[config.mk]
export PLATFORM = sky130hd
export DESIGN_NAME = load_store_unit
export DESIGN_NICKNAME = d
export VERILOG_FILES = /design/src/rtl/load_store_unit.sv
export SDC_FILE = /design/constraint.sdc
export NUM_CORES = 1
export LEC_CHECK = 0
export CAP_MARGIN = 20
export CORE_ASPECT_RATIO = 0.8
export CORE_MARGIN = 1.5
export CORE_UTILIZATION = 30
export CTS_CLUSTER_DIAMETER = 200
export DETAILED_ROUTE_END_ITERATION = 6
export GPL_TIMING_DRIVEN = 0
export PLACE_DENSITY = 0.66
export RECOVER_POWER = 50
export SYNTH_ARGS = -nofsm -noshare
export SYNTH_HDL_FRONTEND = slang
export SYNTH_SLANG_ARGS = --single-unit
[constraint.sdc]
create_clock -name clk -period 6.2 [get_ports clk]
set_input_delay 0.62 -clock clk [delete_from_list [all_inputs] [get_ports clk]]
set_output_delay 0.62 -clock clk [all_outputs]
set_load 0.005 [all_outputs]
[src/rtl/load_store_unit.sv]
// load_store_unit: RV64 load/store unit, IDLE -> ACCESS -> DONE handshake with a 64-bit data memory.
// Optional macro LSU_MISALIGN_TRAP_EN: misaligned ops complete with resp_err instead of being aligned down.
module load_store_unit (
    input  logic        clk,
    input  logic        reset,
    input  logic        req_valid,
    output logic        req_ready,
    input  logic        req_store,
    input  logic [2:0]  funct3,
    input  logic [63:0] addr,
    input  logic [63:0] store_data,
    input  logic [4:0]  rd,
    output logic        mem_req,
    output logic        mem_we,
    output logic [63:0] mem_addr,
    output logic [63:0] mem_wdata,
    output logic [7:0]  mem_wstrb,
    input  logic        mem_ack,
    input  logic [63:0] mem_rdata,
    output logic        resp_valid,
    output logic        resp_err,
    output logic        wb_en,
    output logic [4:0]  wb_rd,
    output logic [63:0] wb_data
);
    typedef enum logic [1:0] {IDLE, ACCESS, DONE} state_t;
    state_t      r_state, w_next;
    logic        r_store, r_err, r_wb_en;
    logic [2:0]  r_funct3;
    logic [63:0] r_addr, r_wdata, r_wb_data;
    logic [4:0]  r_rd;
    logic        w_accept, w_illegal, w_err;
    logic [2:0]  w_align, w_off;
    logic [7:0]  w_size_mask;
    logic [63:0] w_shifted, w_load;

    assign w_accept  = req_valid && r_state == IDLE;
    assign w_illegal = req_store ? funct3[2] : funct3 == 3'b111;
`ifdef LSU_MISALIGN_TRAP_EN
    logic [2:0] w_req_align;
    assign w_req_align = 3'b111 << funct3[1:0];
    assign w_err = w_illegal || (addr[2:0] & ~w_req_align) != 3'b000;
`else
    assign w_err = w_illegal;
`endif
    // offset is forced down to natural alignment; with trapping enabled it is already aligned
    assign w_align     = 3'b111 << r_funct3[1:0];
    assign w_off       = r_addr[2:0] & w_align;
    assign w_size_mask = r_funct3[1] ? (r_funct3[0] ? 8'hFF : 8'h0F) : (r_funct3[0] ? 8'h03 : 8'h01);
    assign w_shifted   = mem_rdata >> {w_off, 3'b000};

    // Load result: pick the addressed field and sign/zero extend it
    always_comb begin
        w_load = w_shifted;
        case (r_funct3)
            3'b000:  w_load = {{56{w_shifted[7]}}, w_shifted[7:0]};
            3'b001:  w_load = {{48{w_shifted[15]}}, w_shifted[15:0]};
            3'b010:  w_load = {{32{w_shifted[31]}}, w_shifted[31:0]};
            3'b100:  w_load = {56'd0, w_shifted[7:0]};
            3'b101:  w_load = {48'd0, w_shifted[15:0]};
            3'b110:  w_load = {32'd0, w_shifted[31:0]};
            default: w_load = w_shifted;
        endcase
    end

    // FSM state register; reset aborts any access in flight
    always_ff @(posedge clk or negedge reset) begin
        if (!reset) r_state <= IDLE;
        else        r_state <= w_next;
    end

    // FSM next state: errors skip the memory access entirely
    always_comb begin
        w_next = r_state == IDLE   ? (w_accept ? (w_err ? DONE : ACCESS) : IDLE) :
                 r_state == ACCESS ? (mem_ack ? DONE : ACCESS) : IDLE;
    end

    // FSM outputs: memory request held stable from latched op for the whole ACCESS state
    always_comb begin
        req_ready  = r_state == IDLE;
        mem_req    = r_state == ACCESS;
        mem_we     = mem_req && r_store;
        mem_addr   = mem_req ? {r_addr[63:3], 3'b000} : 64'd0;
        mem_wdata  = mem_we ? r_wdata << {w_off, 3'b000} : 64'd0;
        mem_wstrb  = mem_we ? w_size_mask << w_off : 8'd0;
        resp_valid = r_state == DONE;
        resp_err   = resp_valid && r_err;
        wb_en      = resp_valid && r_wb_en;
        wb_rd      = r_rd;
        wb_data    = r_wb_data;
    end

    // Op latch on accept and response capture on memory acknowledge
    always_ff @(posedge clk or negedge reset) begin
        if (!reset) begin
            r_store   <= 1'b0;
            r_funct3  <= 3'd0;
            r_addr    <= 64'd0;
            r_wdata   <= 64'd0;
            r_rd      <= 5'd0;
            r_err     <= 1'b0;
            r_wb_en   <= 1'b0;
            r_wb_data <= 64'd0;
        end else if (w_accept) begin
            r_store   <= req_store;
            r_funct3  <= funct3;
            r_addr    <= addr;
            r_wdata   <= store_data;
            r_rd      <= rd;
            r_err     <= w_err;
            r_wb_en   <= 1'b0;
            r_wb_data <= 64'd0;
        end else if (r_state == ACCESS && mem_ack) begin
            r_wb_en   <= !r_store && r_rd != 5'd0;
            r_wb_data <= r_store ? 64'd0 : w_load;
        end
    end
endmodule

======== Word level (Yosys, flattened, before mapping) ========
Index checks and enable logic that the tools add are counted.
storage, ports and cells
  input bits .............................. 205
  register bits after elaboration ......... 205
  word-level logic and storage cells ...... 51
cells by class
  multiplexer cells ....................... 18
  shift-type cells ........................ 4
  bitwise operators ....................... 1
  reduce and logical (&&, ||, !) cells .... 11
  equal/unequal tests ..................... 8
operator list
  cell                   number
  $pmux W64 S6           1
  $mux W64               5
  $shl A64 B6 Y64        1
  $shr A64 B6 Y64        1
  $mux W8                3
  $eq A3 B3 Y1 const B   4
  $mux W2                6
  $shl A8 B3 Y8          1
  $logic_and A1 B1 Y1    6
  $reduce_bool A5 Y1     1
  $and A3 B3 Y3          1
  $eq A3 B1 Y1 const B   1
  $eq A3 B2 Y1 const B   1
  $logic_not A3 Y1       1
  $mux W1                3
  $shl A3 B2 Y3 const A  1
  $eq A2 B1 Y1 const B   1
  $eq A2 B2 Y1 const B   1
  $logic_not A2 Y1       1
  $reduce_bool A2 Y1     1
  $logic_not A1 Y1       1

======== Depth between registers and ports, before layout ========
Gate-level depths: netlist (run 1).
  depth in word-level cells ............... 7
  mapped depth ............................ 10
  depth with buffers taken out ............ 6

======== Worst setup path after synthesis (run 1) ========
No wires, ideal clock.
  kind .................................... reg-to-output
  start ................................... register r_funct3[1]
  end ..................................... output mem_wdata[25]
  path slack .............................. 3,708 ps
  stages on the path, launching flop included .. 10
  buffers on the path ..................... 5
  data arrival time ....................... 1,872 ps
  path through ............................ dfrtp_1 buf_6 buf_6 nor3b_1 buf_4 buf_4 buf_4 mux2i_1 mux2i_1 and2_1
between the ends
  longest elaborated chain between the ends .. 4
ends and longest elaborated chain
  item                    RTL line  RTL
  start, declared         29        logic [2:0] r_funct3;
  start signal, assigned  106       r_funct3 <= funct3;
  $shl A3 B2 Y3           47        assign w_align = 3'b111 << r_funct3[1:0];
  $and A3 B3 Y3           48        assign w_off = r_addr[2:0] & w_align;
  $shl A64 B6 Y64         84        mem_wdata = mem_we ? r_wdata << {w_off, 3'b000} : 64'd0;
  $mux W64                84
  end, declared           16        output logic [63:0] mem_wdata,
No other way between the ends.

======== Worst setup path after layout (run 1) ========
  start ................................... register r_addr[1]
  end ..................................... output mem_wdata[63]
between the ends
  longest elaborated chain between the ends .. 3
ends and longest elaborated chain
  item                    RTL line  RTL
  start, declared         30        logic [63:0] r_addr, r_wdata, r_wb_data;
  start signal, assigned  107       r_addr <= addr;
  $and A3 B3 Y3           48
  $shl A64 B6 Y64         84
  $mux W64                84
No other way between the ends.

==> flow_metrics.env, run 1 <==
export IMPL_status="finished with violations"
export IMPL_violations="capacitance limit, slew limit"
export IMPL_dp_hpwl_um=40000
export IMPL_clkSinkCount=205
export IMPL_ys_top_cells_by_area="dfrtp_1, nand2_1, mux4_2, and2_1, mux2i_1"
export IMPL_dp_cells=2344
export IMPL_slew_violations=113
export IMPL_rsz0062_at_grt="false"
export IMPL_vdd_drop_max_mv=0.213
export IMPL_cts_tree="built"
export IMPL_core_area_um2=38200
export IMPL_io_pins=416
export IMPL_drc=0
export IMPL_rr_startpoint="r_addr[1]"
export IMPL_hp_class="register to register"
export IMPL_reg2reg_depth=8
export IMPL_netlist_cell_type_count=47
export IMPL_timing_critical_path_from_type="register"
export IMPL_cp_common_cell="clkbuf_1"
export IMPL_viasPerCell=5.20
export IMPL_gp_congestion=0.928
export IMPL_path_clk_slew_ps=70
export IMPL_dieArea_um2=39900
export IMPL_wl_per_cell_um=21.8
export IMPL_firstDrtPassIters=5
export IMPL_ys_top_cells_by_count="nand2_1, dfrtp_1, nor2_1, and2_1, clkbuf_1"
export IMPL_maxCapViolations=1
export IMPL_syn_mean_instance_area_um2=8.10
export IMPL_combPwrFrac_pct=46.8
export IMPL_max_slew_margin_rel_pct=-96.0
export IMPL_ctsHoldBuffers=0
export IMPL_port_buffers=412
export IMPL_yosys_warnings=0
export IMPL_start_util_pct=30.4
export IMPL_cp_slowest_cell="buf_1"
export IMPL_ant_nets=0
export IMPL_drive_gt1_share_pct=7.04
export IMPL_drt_initial_drc_count=1143
export IMPL_synth_edf_count=0
export IMPL_clockBufferDepth=3
export IMPL_synth_top_area_cell="dfrtp_1"
export IMPL_internal_power_mw=4.00
export IMPL_syn_area_um2=11600
export IMPL_antenna_found_initial=2
export IMPL_design_area_um2=17200
export IMPL_setup_worst_path_class="register to primary output"
export IMPL_synthFlopType="dfrtp_1"
export IMPL_finClkSkew_ps=20.1
export IMPL_syn2layout_area_growth_pct=47.6
export IMPL_post_cts_buffers=0
export IMPL_setup_viol=0
export IMPL_r2r_end="wb_data[1]"
export IMPL_ys_ff_latch=205
export IMPL_die_w_um=223
export IMPL_rows=64
export IMPL_synthArstFlopShare_pct=100
export IMPL_cp_end_kind="primary output"
export IMPL_slowest_delay_ps=660
export IMPL_num_vias=12400
export IMPL_arrival_ps=4220
export IMPL_swShare_pct=40.8
export IMPL_cts_made_buffers=24
export IMPL_min_path_cells=2
export IMPL_fin_cells=2384
export IMPL_hp_start="r_addr[60]"
export IMPL_synth_top_area_share_pct=44.1
export IMPL_pwr_share_clk_pct=20.9
export IMPL_fmaxAchievable_mhz=207
export IMPL_power_leakage_nw=7.92
export IMPL_whs_endpoint="r_addr[60]"
export IMPL_finalCritPeriodShare_pct=78.1
export IMPL_grt_pass1_vias=12400
export IMPL_cp_max_fo=10
export IMPL_cts_htree_levels=1
export IMPL_fin_nets=2080
export IMPL_post_cts_resized=0
export IMPL_grt_max_degree=114
export IMPL_cp_required_ps=5580
export IMPL_overflow=0
export IMPL_die_h_um=179
export IMPL_seq_power_share_pct=32.2
export IMPL_ctsRootBufferMaster="clkbuf_16"
export IMPL_synth_seq_area_share_pct=44.1
export IMPL_final_core_util_pct=44.9
export IMPL_p_sw_mw=2.76
export IMPL_cellPowerDensity_nw_per_um2=394
export IMPL_syn_inst=1434
export IMPL_worstPathCellList="buf_2 > nor2b_1 > clkbuf_1 > clkbuf_1 > buf_1 > mux2i_1 > nand2_1 > a21oi_1 > clkdlybuf4s50_1"
export IMPL_regToRegSetupSlack_ps=3440
export IMPL_hold_violations=0
export IMPL_worst_pin_slew_ps=2940
export IMPL_gr_usage_all_layers_pct=25.5
export IMPL_diodes=0
export IMPL_drt_wl_total_um=51900
export IMPL_fin_crit_ps=4840
export IMPL_grt_pass1_wl_um=76300
export IMPL_worstSkewPairLatency_ps=550
export IMPL_dpl_cell_area_um2=16400
export IMPL_yosysMostFrequentCell="nand2_1"
per-layer routing:
metal / vias up / track usage [%] / part of all wire [%]
li1: 5625 / - / -
met4: 2 / 8.62 / 3.4
met2: 701 / 40.5 / 45
met5: - / 0 / 0.025
met3: 112 / 5.56 / 9.3
met1: 5949 / 34.6 / 43
worst max-delay path, delay by kind of cell (launching register included):
| kind | cells | cell delay [ps] |
|---|---|---|
| AND/OR/NAND/NOR | 2 | 240 |
| multiplexers | 1 | 460 |
| flip-flops | 1 | 320 |
| buffers and inverters | 5 | 2280 |
| AO/OA/AOI/OAI | 1 | 370 |
layout by cell type (no fill, tap or decap), types with 25 or more instances in the layout:
cell and count:
dlygate4sd3_1 65, nor2_1 81, dfrtp_1 205, o21ai_2 30
a21oi_1 56, nand3_1 50, clkbuf_1 83, nand2_1 593
mux4_2 25, clkbuf_16 25, clkdlybuf4s50_1 346, o21ai_0 38
mux2i_1 42, and2_1 79
sequential cells by signal, summed over array words and instances, names as in the netlist:
| signal | flops |
|---|---|
| r_addr | 64 |
| r_wdata | 64 |
| wb_data | 64 |
| wb_rd | 5 |
| r_funct3 | 3 |
| r_state | 2 |
| r_err | 1 |
| r_store | 1 |
| r_wb_en | 1 |
power groups by stage:
stage / clock network (mW) / registers [mW] / logic (mW)
2_1_floorplan: 0 / 2.06 / 1.78
3_3_place_gp: 0 / 2.19 / 3.14
3_5_place_dp: 0 / 2.20 / 3.18
4_1_cts: 1.44 / 2.18 / 3.19
5_1_grt: 1.49 / 2.23 / 3.44
6_report: 1.41 / 2.18 / 3.17
cell families after synthesis:
| kind of cell | count (synthesis) | synth area share, % |
|---|---|---|
| DFF | 205 | 44.1 |
| muxes | 70 | 8.79 |
| other | 1 | 0.0323 |
| buffers and inverters | 118 | 4.74 |
| AOI/OAI and AO/OA | 188 | 11.3 |
| and+or+nand+nor | 852 | 31.0 |
final cells by class:
type,instances,area (µm²)
sequential,205,5130
clock buffer,34,699
tap,495,619
clock inverter,6,60.1
fill,3823,21000
inverter,3,11.3
buffer,115,539
timing repair buffer,413,4150
multi-input combinational,1113,5950
metrics by stage:
| stage | worst slack [ps] | power, mW | TNS, ps | hold WS (ps) |
|---|---|---|---|---|
| 3_3_place_gp | -4450 | 5.33 | -906610 | 451 |
| 4_1_cts | 1470 | 6.82 | 0 | 193 |
| 2_1_floorplan | 3710 | 3.84 | 0 | 324 |
| 3_5_place_dp | 2080 | 5.38 | 0 | 454 |
| 6_report | 1360 | 6.76 | 0 | 462 |
| 5_1_grt | 1280 | 7.16 | 0 | 485 |
worst max-delay path by stage:
stage | from | end | cells past startpoint | slack (ps)
floorplan | r_funct3[1] | mem_wdata[25] | 9 | 3710
global placement | reset | r_wdata[5] | 1 | -4450
detailed placement | r_addr[1] | mem_wdata[63] | 9 | 2080
CTS | r_addr[1] | mem_wdata[63] | 9 | 1470
global route | r_addr[1] | mem_wdata[63] | 9 | 1280
finish | r_addr[1] | mem_wdata[63] | 9 | 1360
(Power assumes the default switching activity.)
==> run 2, diff against run 1 <==
Settings changed: PLACE_DENSITY 0.66 to 0.69.
Clock period 6.2 ns to 4.4 ns, I/O delays scaled along.
==> run 2 against run 1 <==
Effect of this change: the flow still finishes with violations (capacitance limit, slew limit); combinational power rose by 39%; register-to-register slack got worse by 1700 ps; wire length fell by 2.9%; critical path depth fell by 2; die area did not move; total power rose by 42%; largest cell class unchanged; largest power group unchanged; highest routed layer is now met4.
==> flow_metrics.env, run 2 (same netlist as run 1, synthesis figures left out) <==
export IMPL_viasPerCell=5.20
export IMPL_drc=0
export IMPL_finalCritPeriodShare_pct=98.1
export IMPL_cellPowerDensity_nw_per_um2=556
export IMPL_path_clk_slew_ps=60
export IMPL_drive_gt1_share_pct=7.60
export IMPL_gr_usage_all_layers_pct=24.9
export IMPL_cp_max_fo=10
export IMPL_max_slew_margin_rel_pct=-10.5
export IMPL_ctsRootBufferMaster="clkbuf_16"
export IMPL_num_vias=12400
export IMPL_post_place_ws_ps=568
export IMPL_die_w_um=223
export IMPL_nFillCells=3782
export IMPL_port_buffers=412
export IMPL_grt_pass1_wl_um=75200
export IMPL_status="finished with violations"
export IMPL_cp_end_kind="primary output"
export IMPL_met3_length_um=4580
export IMPL_rows=64
export IMPL_io_pins=416
export IMPL_drt_wl_total_um=50400
export IMPL_final_cell_mix="nand2_1, clkdlybuf4s50_1, dfrtp_1, clkbuf_1"
export IMPL_grt_max_degree=101
export IMPL_finClkSkew_ps=12.3
export IMPL_clkSinkCount=205
export IMPL_hold_ws_ps=431
export IMPL_met2_length_um=23100
export IMPL_maxCapViolations=1
export IMPL_worst_pin_slew_ps=1660
export IMPL_start_util_pct=30.4
export IMPL_cts_htree_levels=1
export IMPL_vdd_drop_max_mv=0.281
export IMPL_power_leakage_nw=7.97
export IMPL_slew_violations=31
export IMPL_fin_crit_ps=4320
export IMPL_hp_class="primary input to register"
export IMPL_core_area_um2=38200
export IMPL_wl_met1_um=21300
export IMPL_die_h_um=179
export IMPL_cts_made_buffers=25
export IMPL_dp_hpwl_um=39600
export IMPL_overflow=0
export IMPL_rsz0062_at_grt="false"
export IMPL_worstSkewPairLatency_ps=540
export IMPL_fin_nets=2082
export IMPL_cts_tree="built"
export IMPL_dieArea_um2=39900
export IMPL_worst_slack_ps=82.2
export IMPL_setup_viol=0
export IMPL_gp_congestion=0.943
export IMPL_final_core_util_pct=45.1
export IMPL_layout_commonest_cell="nand2_1"
export IMPL_drt_initial_drc_count=1118
export IMPL_violations="capacitance limit, slew limit"
export IMPL_syn2layout_area_growth_pct=48.3
export IMPL_timing_critical_path_from_type="register"
export IMPL_clockBufferDepth=3
export IMPL_setup_worst_path_class="register to primary output"
export IMPL_wl_per_cell_um=21.1
export IMPL_antenna_found_initial=3
export IMPL_fmaxAchievable_mhz=232
export IMPL_total_power_mw=9.58
export IMPL_firstDrtPassIters=5
export IMPL_top_layer_used="met4"
export IMPL_hold_violations=0
export IMPL_arrival_ps=3880
export IMPL_cp_required_ps=3960
export IMPL_ant_nets=0
export IMPL_grt_pass1_vias=12500
==> run 2: cell types whose count changed in the layout (fill, tap and decap cells not counted), moves of 2 or more <==
cell	previous run	this run
dlygate4sd3_1	65	70
diode_2	0	3
clkbuf_2	1	3
buf_1	8	6
clkdlybuf4s50_1	346	342
clkinv_4	0	3
clkbuf_1	83	81
==> run 2: stage by stage <==
stage / cell area, µm² / setup TNS (ps) / cells
after CTS: 17300 / 0 / 2390
after global routing: 17200 / 0 / 2391
after floorplan: 11600 / 0 / 1436
after global placement: 16400 / -1221710 / 2343
after detailed placement: 16400 / 0 / 2345
final: 17200 / 0 / 2392
==> run 2: report_power, final <==
| part | switching [mW] | total [mW] | internal, mW | leakage [nW] |
|---|---|---|---|---|
| Combinational | 2.48 | 4.42 | 1.94 | 4.95 |
| Sequential | 0.530 | 3.07 | 2.54 | 2.61 |
| Clock | 0.847 | 2.09 | 1.24 | 0.401 |
==> run 2: final cells by class <==
class | count | area, µm² | area share, %
antenna | 3 | 7.51 | 0.0436
tap | 495 | 619 | 3.59
timing repair buffer | 415 | 4150 | 24.1
clock buffer | 34 | 709 | 4.12
inverter | 3 | 11.3 | 0.0653
multi-input combinational | 1113 | 5960 | 34.6
buffer | 114 | 539 | 3.13
clock inverter | 10 | 116 | 0.675
sequential | 205 | 5130 | 29.8
==> run 2: per-layer routing <==
layer	up-vias	GRT usage (%)
li1	5631	-
met1	6079	33.1
met2	631	39.9
met3	94	5.92
met4	0	8.13
met5	-	0
==> run 2: worst paths after layout <==
check	from	end	slack, ps	depth (start not counted)
max in group asynchronous	reset	r_wdata[19]	770	4
min	store_data[30]	r_wdata[30]	430	3
max reg2reg	r_funct3[0]	wb_data[27]	1780	7
min reg2reg	r_addr[4]	r_addr[4]	460	2
max	r_funct3[0]	mem_wdata[63]	80	7
min in group asynchronous	reset	r_addr[45]	880	2
==> run 2: critical path: stages (launching register included) <==
cell and delay [ps]:
dfrtp_1 450, nand2_1 260, nand2_1 410, clkbuf_1 620, buf_1 470, nand2_1 180, a21oi_1 370, clkdlybuf4s50_1 570
==> run 2: what timing repair did <==
item / CTS / global route
resized for setup: 2 / 5
setup endpoints to repair: 3 / 5
hold buffers: 1 / 0
setup buffers: 0 / 0
endpoints found under the hold margin: 29 / 0
